==> config.mk <==
export PLATFORM = sky130hd
export DESIGN_NAME = async_fifo_core
export DESIGN_NICKNAME = d
export VERILOG_FILES = /design/src/rtl/async_fifo_pkg.sv /design/src/rtl/fifo_ram.sv /design/src/rtl/async_fifo_core.sv
export SDC_FILE = /design/constraint.sdc
export NUM_CORES = 1
export LEC_CHECK = 0
export CELL_PAD_IN_SITES_DETAIL_PLACEMENT = 0
export CELL_PAD_IN_SITES_GLOBAL_PLACEMENT = 2
export CORE_UTILIZATION = 46
export CTS_CLUSTER_DIAMETER = 150
export DETAILED_ROUTE_END_ITERATION = 8
export PLACE_DENSITY = 0.84
export SLEW_MARGIN = 20
export SYNTH_ARGS = -nofsm -noshare
export SYNTH_HDL_FRONTEND = slang
export SYNTH_SLANG_ARGS = --single-unit
==> constraint.sdc <==
create_clock -name clk -period 19.1 [get_ports clk]
set_input_delay 1.91 -clock clk [delete_from_list [all_inputs] [get_ports clk]]
set_output_delay 1.91 -clock clk [all_outputs]
set_load 0.01 [all_outputs]
==> src/rtl/async_fifo_pkg.sv <==
// Shared definitions for the stream FIFO: depth derivation and Gray-code helpers
// used by the pointer logic so it carries over unchanged to a dual-clock build.
package async_fifo_pkg;

  localparam int unsigned PTR_MAX_W = 16;

  // Wide pointer container; users cast down to ADDR_WIDTH+1 bits.
  typedef logic [PTR_MAX_W-1:0] ptr_t;

  function automatic int unsigned depth_of(input int unsigned addr_width);
    return 32'd1 << addr_width;
  endfunction

  function automatic ptr_t bin2gray(input ptr_t b);
    return b ^ (b >> 1);
  endfunction

  function automatic ptr_t gray2bin(input ptr_t g);
    ptr_t b;
    b = g;
    for (int unsigned i = 1; i < PTR_MAX_W; i++) begin
      b = b ^ (g >> i);
    end
    return b;
  endfunction

endpackage

==> src/rtl/fifo_ram.sv <==
// DEPTH x DATA_WIDTH storage: synchronous write port, combinational read port, no reset.
module fifo_ram #(
  parameter int unsigned ADDR_WIDTH = 2,
  parameter int unsigned DATA_WIDTH = 128
) (
  input  logic                  clk,
  input  logic                  we,
  input  logic [ADDR_WIDTH-1:0] waddr,
  input  logic [DATA_WIDTH-1:0] wdata,
  input  logic [ADDR_WIDTH-1:0] raddr,
  output logic [DATA_WIDTH-1:0] rdata
);
  import async_fifo_pkg::*;

  localparam int unsigned DEPTH = depth_of(ADDR_WIDTH);

  logic [DATA_WIDTH-1:0] mem [DEPTH];

  always_ff @(posedge clk) begin
    if (we) begin
      mem[waddr] <= wdata;
    end
  end

  assign rdata = mem[raddr];

endmodule

==> src/rtl/async_fifo_core.sv <==
// First-word-fall-through stream FIFO with valid/ready on both sides.
// Pointers are held in Gray code with a wrap bit; flags are registered from next-state pointers.
module async_fifo_core #(
  parameter int unsigned ADDR_WIDTH = 2,
  parameter int unsigned DATA_WIDTH = 128
) (
  input  logic                  clk,
  input  logic                  reset_n,
  input  logic                  write_tvalid,
  output logic                  write_tready,
  input  logic [DATA_WIDTH-1:0] write_data,
  input  logic                  read_tready,
  output logic                  read_tvalid,
  output logic [DATA_WIDTH-1:0] read_data
);
  import async_fifo_pkg::*;

  localparam int unsigned PW = ADDR_WIDTH + 1;

  logic [PW-1:0] wr_gray_q;
  logic [PW-1:0] rd_gray_q;
  logic [PW-1:0] wr_bin;
  logic [PW-1:0] rd_bin;
  logic [PW-1:0] wr_bin_nxt;
  logic [PW-1:0] rd_bin_nxt;
  logic [PW-1:0] wr_gray_nxt;
  logic [PW-1:0] rd_gray_nxt;
  logic          wr_fire;
  logic          rd_fire;
  logic          full_nxt;
  logic          empty_nxt;

  assign wr_fire = write_tvalid && write_tready;
  assign rd_fire = read_tready && read_tvalid;

  always_comb begin
    wr_bin      = PW'(gray2bin(ptr_t'(wr_gray_q)));
    rd_bin      = PW'(gray2bin(ptr_t'(rd_gray_q)));
    wr_bin_nxt  = wr_bin + {{ADDR_WIDTH{1'b0}}, wr_fire};
    rd_bin_nxt  = rd_bin + {{ADDR_WIDTH{1'b0}}, rd_fire};
    wr_gray_nxt = PW'(bin2gray(ptr_t'(wr_bin_nxt)));
    rd_gray_nxt = PW'(bin2gray(ptr_t'(rd_bin_nxt)));
    // Flags come from the post-edge pointers so both ports see registered state only.
    empty_nxt   = (wr_bin_nxt == rd_bin_nxt);
    full_nxt    = (wr_bin_nxt[ADDR_WIDTH-1:0] == rd_bin_nxt[ADDR_WIDTH-1:0]) &&
                  (wr_bin_nxt[ADDR_WIDTH] != rd_bin_nxt[ADDR_WIDTH]);
  end

  always_ff @(posedge clk or negedge reset_n) begin
    if (!reset_n) begin
      wr_gray_q    <= '0;
      rd_gray_q    <= '0;
      write_tready <= 1'b0;
      read_tvalid  <= 1'b0;
    end else begin
      wr_gray_q    <= wr_gray_nxt;
      rd_gray_q    <= rd_gray_nxt;
      write_tready <= !full_nxt;
      read_tvalid  <= !empty_nxt;
    end
  end

  fifo_ram #(
    .ADDR_WIDTH (ADDR_WIDTH),
    .DATA_WIDTH (DATA_WIDTH)
  ) u_ram (
    .clk   (clk),
    .we    (wr_fire),
    .waddr (wr_bin[ADDR_WIDTH-1:0]),
    .wdata (write_data),
    .raddr (rd_bin[ADDR_WIDTH-1:0]),
    .rdata (read_data)
  );

endmodule

==> impl_metrics.env, run 1 <==
export IMPL_syn_inst=708
export IMPL_finalClockSkew_ps=11.8
export IMPL_ys_warn_count=0
export IMPL_row_count=73
export IMPL_max_freq_ghz=0.165
export IMPL_clock_sinks=520
export IMPL_yosysSeqAreaShare_pct=82.4
export IMPL_seq_area_sq_um=15600
export IMPL_yosysTopAreaCell="edfxtp_1"
export IMPL_wire_per_inst_um=23.1
export IMPL_synthToLayoutAreaGrowth_pct=25.8
export IMPL_synth_nets=842
export IMPL_io_pins=262
export IMPL_grt_max_degree=70
export IMPL_drive_above_1_share_pct=20.7
export IMPL_synth_cell_types=21
export IMPL_seq_power_share_pct=37.8
export IMPL_cp_data_required_time_ps=17190
export IMPL_vdd_drop_max_mv=0.118
export IMPL_die_area_sq_um=41900
export IMPL_grt_pass1_wl_um=54000
export IMPL_critPathBufInv=3
export IMPL_portBuffers=261
export IMPL_hold_violations=0
export IMPL_critPathKind="reg -> out"
export IMPL_cp_end_kind="output pin"
export IMPL_max_cap_viol_count=0
export IMPL_setup_violations=0
export IMPL_rsz0062_at_grt="no"
export IMPL_clockBufferDepth=3
export IMPL_initialDrtViolationCount=543
export IMPL_post_cts_setup_buffers=0
export IMPL_tritoncts="yes"
export IMPL_clockRootBuffer="clkbuf_16"
export IMPL_cp_cell_sequence="xor2_4 > buf_4 > buf_4 > mux4_2 > clkdlybuf4s50_1"
export IMPL_fill_cells=2834
export IMPL_dp_worst_setup_slack_ps=13460
export IMPL_slew_headroom_pct=26.2
export IMPL_cp_common_cell="buf_4"
export IMPL_drc=0
export IMPL_chipWidth_um=205
export IMPL_p_sw_share_pct=29.5
export IMPL_multi_input_area_sq_um=3170
export IMPL_fin_nets=1142
export IMPL_cts_resized=0
export IMPL_crit_family="buffers and inverters"
export IMPL_slowest_delay_ps=700
export IMPL_path_max_fanout=38
export IMPL_fin_setup_tns_ps=0
export IMPL_dpl_hpwl_um=21600
export IMPL_powerDensity_nw_per_um2=186
export IMPL_drv_slew=0
export IMPL_cts_inserted_buffers=52
export IMPL_synth_seq_cells=520
export IMPL_p_clk_share_pct=22.1
export IMPL_postRouteAntennaNets=0
export IMPL_synth_top_area_share_pct=81.3
export IMPL_start_kind="flop"
export IMPL_p_switching_uw=1300
export IMPL_critPathSlowestCell="buf_4"
export IMPL_final_cell_mix="edfxtp_1 (512), clkdlybuf4s50_1 (261), mux4_2 (128), clkbuf_16 (53), clkinv_1 (15)"
export IMPL_synthTopCellsByArea="edfxtp_1 (81%), mux4_2 (15%), dfrtp_1 (1.1%), buf_6 (0.54%), clkbuf_1 (0.30%)"
export IMPL_htreeDepth=2
export IMPL_routed_via_density=5.38
export IMPL_syn_area_per_cell_sq_um=26.7
export IMPL_core_area_sq_um=40100
export IMPL_p_leak_uw=0.00762
export IMPL_track_usage_pct=17.5
export IMPL_overflow=0
export IMPL_intPower_uw=3110
export IMPL_antenna_found_initial=6
export IMPL_mostFrequentLayoutCell="edfxtp_1"
export IMPL_drt_total_wl_um=36300
export IMPL_status="finished, final reports clean"
export IMPL_syn_area_sq_um=18900
export IMPL_postCtsHoldBufs=0
export IMPL_finalWorstSetupSlack_ps=13020
export IMPL_period_needed_ps=6080
export IMPL_firstDrtPassIters=4
export IMPL_clk_latency_ps=570
export IMPL_finalWeightedCongestion=0.702
export IMPL_die_h_um=205
export IMPL_vias=8472
export IMPL_grt_pass1_vias=8849
export IMPL_finalCritPeriodShare_pct=31.8
export IMPL_pwr_share_comb_pct=40.1
export IMPL_cp_data_arrival_time_ps=4170
export IMPL_initial_core_util_pct=47.1
export IMPL_clk_pin_slew_worst_paths_ps=60
export IMPL_tightest_slew_ps=1110
export IMPL_hp_class="reg -> reg"
-- flip-flops by register name (all words and copies together), names as in the netlist, named ones only --
signal,count
u_ram.mem,512
rd_gray_q,3
read_tvalid,1
write_tready,1
wr_gray_q,2
-- area by class of cell --
| type | instances | share of cell area [%] |
|---|---|---|
| well taps | 525 | 2.76 |
| clock buffers | 63 | 5.74 |
| clock inverters | 31 | 1.15 |
| diodes | 2 | 0.0210 |
| repair buffers | 275 | 11.4 |
| flip-flops and latches | 520 | 65.5 |
| multi-input cells | 156 | 13.3 |
| inverters | 3 | 0.0474 |
-- power by group through the flow --
stage                     Combinational (uW)  Sequential (uW)  Clock [uW]
after detailed placement                1810             1700           0
after global placement                  1800             1680           0
after floorplan                         1060             1710           0
final                                   1770             1670         973
after CTS                               1820             1680        1000
after global routing                    1890             1690        1040
-- cells by family after synthesis --
logic type / share of synthesized area, %
multiplexers: 15.4
AND/OR/NAND/NOR: 0.258
flip-flops: 82.4
buffers and inverters: 1.07
XOR/XNOR: 0.755
adder cells (fa/ha/maj): 0.132
AO/OA/AOI/OAI: 0.0265
-- Yosys cell counts (all sizes together) --
cell	n
clkbuf	15
ha	2
dfrtp	8
and2	1
inv	3
edfxtp	512
nor3	2
nand3	2
buf	14
mux2i	2
mux4	128
a21oi	1
nand3b	1
xnor3	1
nor2	3
nand2	1
xnor2	6
xor3	1
xor2	5
-- through the flow --
step / total power (uW) / instances / utilization (%) / area (sq um) / hold WS (ps)
after CTS: 4490 / 1573 / 59.3 / 23800 / 615
final: 4410 / 1575 / 59.3 / 23800 / 603
after global routing: 4630 / 1573 / 59.3 / 23800 / 643
after detailed placement: 3510 / 1479 / 55.2 / 22100 / 603
after floorplan: 2780 / 708 / - / 18900 / 549
after global placement: 3490 / 1479 / 55.2 / 22100 / 573
-- final timing paths --
path | startpoint | depth (start not counted) | to | slack [ps]
worst max-delay path | rd_gray_q[1]$_DFF_PN0_ | 5 | read_data[121] | 13020
worst min register to register | wr_gray_q[2]$_DFF_PN0_ | 1 | flop | 600
worst min-delay path | wr_gray_q[2]$_DFF_PN0_ | 1 | flop | 600
max in group asynchronous | reset_n | 1 | rd_gray_q[0]$_DFF_PN0_ | 17130
worst max register to register | rd_gray_q[0]$_DFF_PN0_ | 6 | write_tready$_DFF_PN0_ | 15790
min in group asynchronous | reset_n | 1 | read_tvalid$_DFF_PN0_ | 1640
-- routing by layer --
metal | up-vias | part of all wire [%] | GRT usage (%)
met5 | - | 0.14 | 0
met4 | 8 | 2.3 | 5.92
met3 | 67 | 7.7 | 4.69
met2 | 282 | 47 | 26.6
met1 | 4442 | 43 | 24.7
li1 | 3673 | - | -
(Power assumes the default switching activity.)
==> inputs of run 2 (changes only) <==
- CORE_UTILIZATION: 46 -> 43
- PLACE_DENSITY: 0.84 -> 0.79
- clock period: 19.1 -> 5.7 ns (I/O delays scaled with it)
==> run 2 against run 1 <==
Net effect: total power rose to 3.3 times the previous value; highest routed layer unchanged; combinational power rose to 3.4 times the previous value; clock skew up 3.9 ps; largest power group unchanged; final cell count up 3.6%; flip-flop and latch count unchanged; first-iteration DRC count down 7.9%.
==> impl_metrics.env, run 2 (synthesis gave the netlist of run 1 again) <==
export IMPL_die_h_um=212
export IMPL_cp_depth=3
export IMPL_placed_cells=1542
export IMPL_clk_latency_ps=570
export IMPL_tritoncts="yes"
export IMPL_r2r_end="write_tready$_DFF_PN0_"
export IMPL_critPathKind="reg -> out"
export IMPL_firstDrtPassIters=4
export IMPL_drc=0
export IMPL_final_cell_mix="edfxtp_1 (512), clkdlybuf4s50_1 (261), mux4_2 (128), clkbuf_16 (53), buf_4 (15)"
export IMPL_clockBufferDepth=3
export IMPL_synthToLayoutAreaGrowth_pct=25.9
export IMPL_initialDrtViolationCount=500
export IMPL_cp_cell_sequence="buf_4 > mux4_2 > clkdlybuf4s50_1"
export IMPL_ff2ff_path_depth=6
export IMPL_cp_end_kind="output pin"
export IMPL_io_pins=262
export IMPL_top_register="u_ram.mem"
export IMPL_largest_reg_flops=512
export IMPL_cts_inserted_buffers=51
export IMPL_p_switching_uw=4350
export IMPL_dpl_cell_area_sq_um=22300
export IMPL_r2r_slack_ps=2790
export IMPL_tightest_slew_ps=1100
export IMPL_grt_max_degree=70
export IMPL_utilization_pct=55.1
export IMPL_fin_setup_tns_ps=0
export IMPL_pwr_share_comb_pct=40.9
export IMPL_finalCritPeriodShare_pct=65.3
export IMPL_critPathBufInv=2
export IMPL_overflow=0
export IMPL_finalClockSkew_ps=15.7
export IMPL_track_usage_pct=16.6
export IMPL_clock_sinks=520
export IMPL_worstReg2RegStart="rd_gray_q[0]$_DFF_PN0_"
export IMPL_cts_resized=0
export IMPL_stdcell_area_sq_um=23800
export IMPL_critPathSlowestCell="dfrtp_4"
export IMPL_rsz0062_at_grt="no"
export IMPL_path_max_fanout=67
export IMPL_post_cts_setup_buffers=0
export IMPL_clockRootBuffer="clkbuf_16"
export IMPL_hold_violations=0
export IMPL_met1Wirelength_um=15700
export IMPL_fin_cells=1632
export IMPL_portBuffers=261
export IMPL_drive_above_1_share_pct=20.8
export IMPL_row_count=76
export IMPL_crit_family="flip-flops"
export IMPL_p_clk_share_pct=20.8
export IMPL_drv_slew=0
export IMPL_met3_length_um=2490
export IMPL_chipWidth_um=212
export IMPL_status="finished, final reports clean"
export IMPL_setup_violations=0
export IMPL_postCtsHoldBufs=0
export IMPL_postRouteAntennaNets=0
export IMPL_p_sw_share_pct=29.8
export IMPL_hp_class="in -> async"
export IMPL_timing_critical_path_from="rd_gray_q[0]$_DFF_PN0_"
export IMPL_die_area_sq_um=44800
export IMPL_top_layer="met5"
export IMPL_reg_top3="u_ram.mem (512), rd_gray_q (3), wr_gray_q (2)"
export IMPL_slew_headroom_pct=26.6
export IMPL_crit_path_end="read_data[52]"
export IMPL_powerDensity_nw_per_um2=615
export IMPL_cp_data_required_time_ps=5130
export IMPL_drt_total_wl_um=36500
export IMPL_wire_per_inst_um=22.4
export IMPL_htreeDepth=2
export IMPL_fin_nets=1144
export IMPL_dpl_hpwl_um=21600
export IMPL_max_cap_viol_count=0
export IMPL_vias=8412
export IMPL_period_needed_ps=3720
export IMPL_seq_power_share_pct=38.3
export IMPL_core_area_sq_um=43200
export IMPL_max_freq_ghz=0.269
export IMPL_grt_pass1_vias=8852
export IMPL_clk_pin_slew_worst_paths_ps=60
export IMPL_initial_core_util_pct=43.8
export IMPL_cp_data_arrival_time_ps=3150
export IMPL_grt_pass1_wl_um=54700
export IMPL_slowest_delay_ps=1130
export IMPL_wl_met2_um=17500
export IMPL_intPower_uw=10300
export IMPL_routed_via_density=5.15
export IMPL_mostFrequentLayoutCell="edfxtp_1"
export IMPL_antenna_found_initial=3
export IMPL_vdd_drop_max_mv=0.860
export IMPL_finalWeightedCongestion=0.696
export IMPL_start_kind="flop"
export IMPL_p_leak_uw=0.00759
-- run 2: layout make-up --
| class | count | area [sq um] |
|---|---|---|
| diodes | 1 | 2.50 |
| fillers | 3288 | 19400 |
| well taps | 585 | 732 |
| flip-flops and latches | 520 | 15600 |
| clock inverters | 28 | 160 |
| clock buffers | 61 | 1360 |
| multi-input cells | 156 | 3180 |
| inverters | 3 | 11.3 |
| repair buffers | 278 | 2770 |
-- run 2: power groups by stage --
| stage | clock [uW] | combinational, uW | sequential [uW] |
|---|---|---|---|
| 6_report | 3050 | 5970 | 5600 |
| 5_1_grt | 3270 | 6390 | 5690 |
| 2_1_floorplan | 0 | 3580 | 5600 |
| 3_3_place_gp | 0 | 6130 | 5650 |
| 4_1_cts | 3150 | 6160 | 5620 |
| 3_5_place_dp | 0 | 6130 | 5700 |
-- run 2: worst min-delay path by stage --
stage                             end  cells after the start  slack, ps              startpoint
3_5_place_dp                     flop                      1        570  wr_gray_q[2]$_DFF_PN0_
2_1_floorplan               async pin                      0        270                 reset_n
5_1_grt        wr_gray_q[2]$_DFF_PN0_                      1        290                 reset_n
4_1_cts        wr_gray_q[2]$_DFF_PN0_                      1        250                 reset_n
3_3_place_gp                     flop                      1        560  wr_gray_q[2]$_DFF_PN0_
6_report       wr_gray_q[2]$_DFF_PN0_                      1        280                 reset_n
-- run 2: routing by layer --
layer	global-route usage (%)	vias up
li1	-	3677
met1	22.8	4422
met2	26.0	250
met3	4.33	57
met4	5.40	6
met5	0	-
-- run 2: stage by stage --
step / power, uW / worst slack, ps / hold slack, ps
final: 14600 / 1980 / 282
after global routing: 15300 / 1850 / 286
after CTS: 14900 / 1890 / 247
after detailed placement: 11800 / 2520 / 572
after global placement: 11800 / 2510 / 560
after floorplan: 9180 / -488 / 274
==> inputs of run 3 (changes only) <==
- CORE_UTILIZATION: 43 -> 39
- PLACE_DENSITY: 0.79 -> 0.76
- clock period: 5.7 -> 3.15 ns (I/O delays scaled with it)
==> run 3 against run 2 <==
Net effect: critical path depth up 2; clock-buffer cell count up 3; die area increased by 10%; clock skew shrank 5.1 ps; final cell count increased by 3.3%; register-to-register slack worse by 2000 ps; non-clock buffer count increased by 11; worst hold slack better by 65 ps; global-route usage decreased by 1.2 points; total power rose by 94%; sequential power up 77%; flip-flop and latch count stayed put; critical path type unchanged; largest cell class unchanged; largest power group unchanged.
==> impl_metrics.env, run 3 (synthesis gave the netlist of run 1 again) <==
export IMPL_clk_latency_ps=590
export IMPL_finalWeightedCongestion=0.704
export IMPL_dpl_hpwl_um=20400
export IMPL_clk_pin_slew_worst_paths_ps=60
export IMPL_cp_data_required_time_ps=2830
export IMPL_finalWorstSetupSlack_ps=109
export IMPL_drc=0
export IMPL_hold_violations=0
export IMPL_overflow=0
export IMPL_htreeDepth=2
export IMPL_p_leak_uw=0.00794
export IMPL_track_usage_pct=15.4
export IMPL_powerDensity_nw_per_um2=1160
export IMPL_multi_input_area_sq_um=3200
export IMPL_chipWidth_um=222
export IMPL_portBuffers=261
export IMPL_synthToLayoutAreaGrowth_pct=29.5
export IMPL_clockRootBuffer="clkbuf_16"
export IMPL_io_pins=262
export IMPL_setup_violations=0
export IMPL_finalCritPeriodShare_pct=96.5
export IMPL_cp_data_arrival_time_ps=2730
export IMPL_mostFrequentLayoutCell="edfxtp_1"
export IMPL_grt_pass1_vias=8985
export IMPL_clock_sinks=520
export IMPL_tritoncts="yes"
export IMPL_vias=8518
export IMPL_stdcell_area_sq_um=24500
export IMPL_initialDrtViolationCount=452
export IMPL_die_h_um=222
export IMPL_core_area_sq_um=47700
export IMPL_max_freq_ghz=0.329
export IMPL_largest_reg_flops=512
export IMPL_fin_setup_tns_ps=0
export IMPL_start_kind="flop"
export IMPL_slew_headroom_pct=57.2
export IMPL_drt_total_wl_um=38100
export IMPL_drv_slew=0
export IMPL_final_cell_mix="edfxtp_1 (512), clkdlybuf4s50_1 (250), mux4_2 (128), clkbuf_16 (58), clkinv_1 (17)"
export IMPL_rsz0062_at_grt="yes"
export IMPL_tightest_slew_ps=642
export IMPL_critPathSlowestCell="mux4_2"
export IMPL_dpl_cell_area_sq_um=22400
export IMPL_row_count=80
export IMPL_utilization_pct=51.3
export IMPL_firstDrtPassIters=4
export IMPL_die_area_sq_um=49300
export IMPL_wire_per_inst_um=22.6
export IMPL_max_cap_viol_count=0
export IMPL_critPathKind="reg -> out"
export IMPL_postRouteAntennaNets=0
export IMPL_slowest_delay_ps=520
export IMPL_initial_core_util_pct=39.6
export IMPL_power_uw=28300
export IMPL_dp_worst_setup_slack_ps=524
export IMPL_fill_cells=3732
export IMPL_cp_cell_sequence="xor2_4 > buf_4 > clkbuf_16 > mux4_2 > clkdlybuf4s50_1"
export IMPL_fin_nets=1159
export IMPL_clockBufferDepth=3
export IMPL_status="finished, final reports clean"
export IMPL_seq_area_sq_um=15600
export IMPL_drive_above_1_share_pct=22.5
export IMPL_period_needed_ps=3040
export IMPL_cp_end_kind="output pin"
export IMPL_grt_max_degree=94
export IMPL_vdd_drop_max_mv=0.664
export IMPL_finalClockSkew_ps=10.6
export IMPL_cts_inserted_buffers=55
export IMPL_grt_pass1_wl_um=56400
export IMPL_hp_class="in -> reg"
export IMPL_top_register="u_ram.mem"
export IMPL_antenna_found_initial=5
export IMPL_routed_via_density=5.05
export IMPL_reg_top3="u_ram.mem (512), rd_gray_q (3), wr_gray_q (2)"
export IMPL_path_max_fanout=8
## run 3: where the power goes
| part | total (uW) | internal, uW | switching (uW) |
|---|---|---|---|
| Combinational | 12200 | 6650 | 5520 |
| Clock | 6210 | 3650 | 2560 |
| Sequential | 9920 | 9560 | 360 |
## run 3: final timing paths
| path | start | endpoint | slack, ps | depth (start not counted) |
|---|---|---|---|---|
| max in group asynchronous | reset_n | rd_gray_q[0]$_DFF_PN0_ | 2220 | 2 |
| min reg2reg | wr_gray_q[2]$_DFF_PN0_ | flop | 650 | 1 |
| min | write_data[1] | u_ram.mem[1][1]$_DFFE_PP_ | 350 | 1 |
| min in group asynchronous | reset_n | write_tready$_DFF_PN0_ | 610 | 2 |
| max | rd_gray_q[2]$_DFF_PN0_ | read_data[27] | 110 | 5 |
| max reg2reg | rd_gray_q[2]$_DFF_PN0_ | write_tready$_DFF_PN0_ | 830 | 8 |
## run 3: area by class of cell
class                      count  area share (%)
tap                          615            3.14
multi-input combinational    156            13.1
antenna                        1          0.0102
sequential                   520            63.7
clock buffer                  64            5.85
clock inverter                38            1.32
inverter                       3          0.0460
timing repair buffer         289            12.9
## run 3: timing repair
| action | 4_1_cts | 5_1_grt |
|---|---|---|
| gates cloned | 4 | 2 |
| pin swaps | 1 | 0 |
| endpoints found under the setup margin | 119 | 38 |
| setup buffers | 2 | 4 |
| gates resized for setup | 14 | 11 |
| hold buffers | 1 | 0 |
| hold endpoints to repair | 8 | 0 |
## run 3: worst max-delay path, delay by kind of cell (launching register included)
kind,cells,cell delay [ps]
flops,1,440
buf+inv,3,960
mux,1,520
xor+xnor,1,220
## run 3: metal layers
layer / global-route usage, % / part of all wire (%)
met5: 0 / 0.15
met4: 4.91 / 2.2
met3: 4.23 / 6.3
met2: 24.2 / 48
met1: 21.0 / 43
## run 3: stage by stage
| stage | cells | hold WS, ps |
|---|---|---|
| global placement | 1570 | 624 |
| CTS | 1679 | 306 |
| floorplan | 708 | 19.4 |
| finish | 1686 | 347 |
| detailed placement | 1570 | 648 |
| global route | 1685 | 334 |
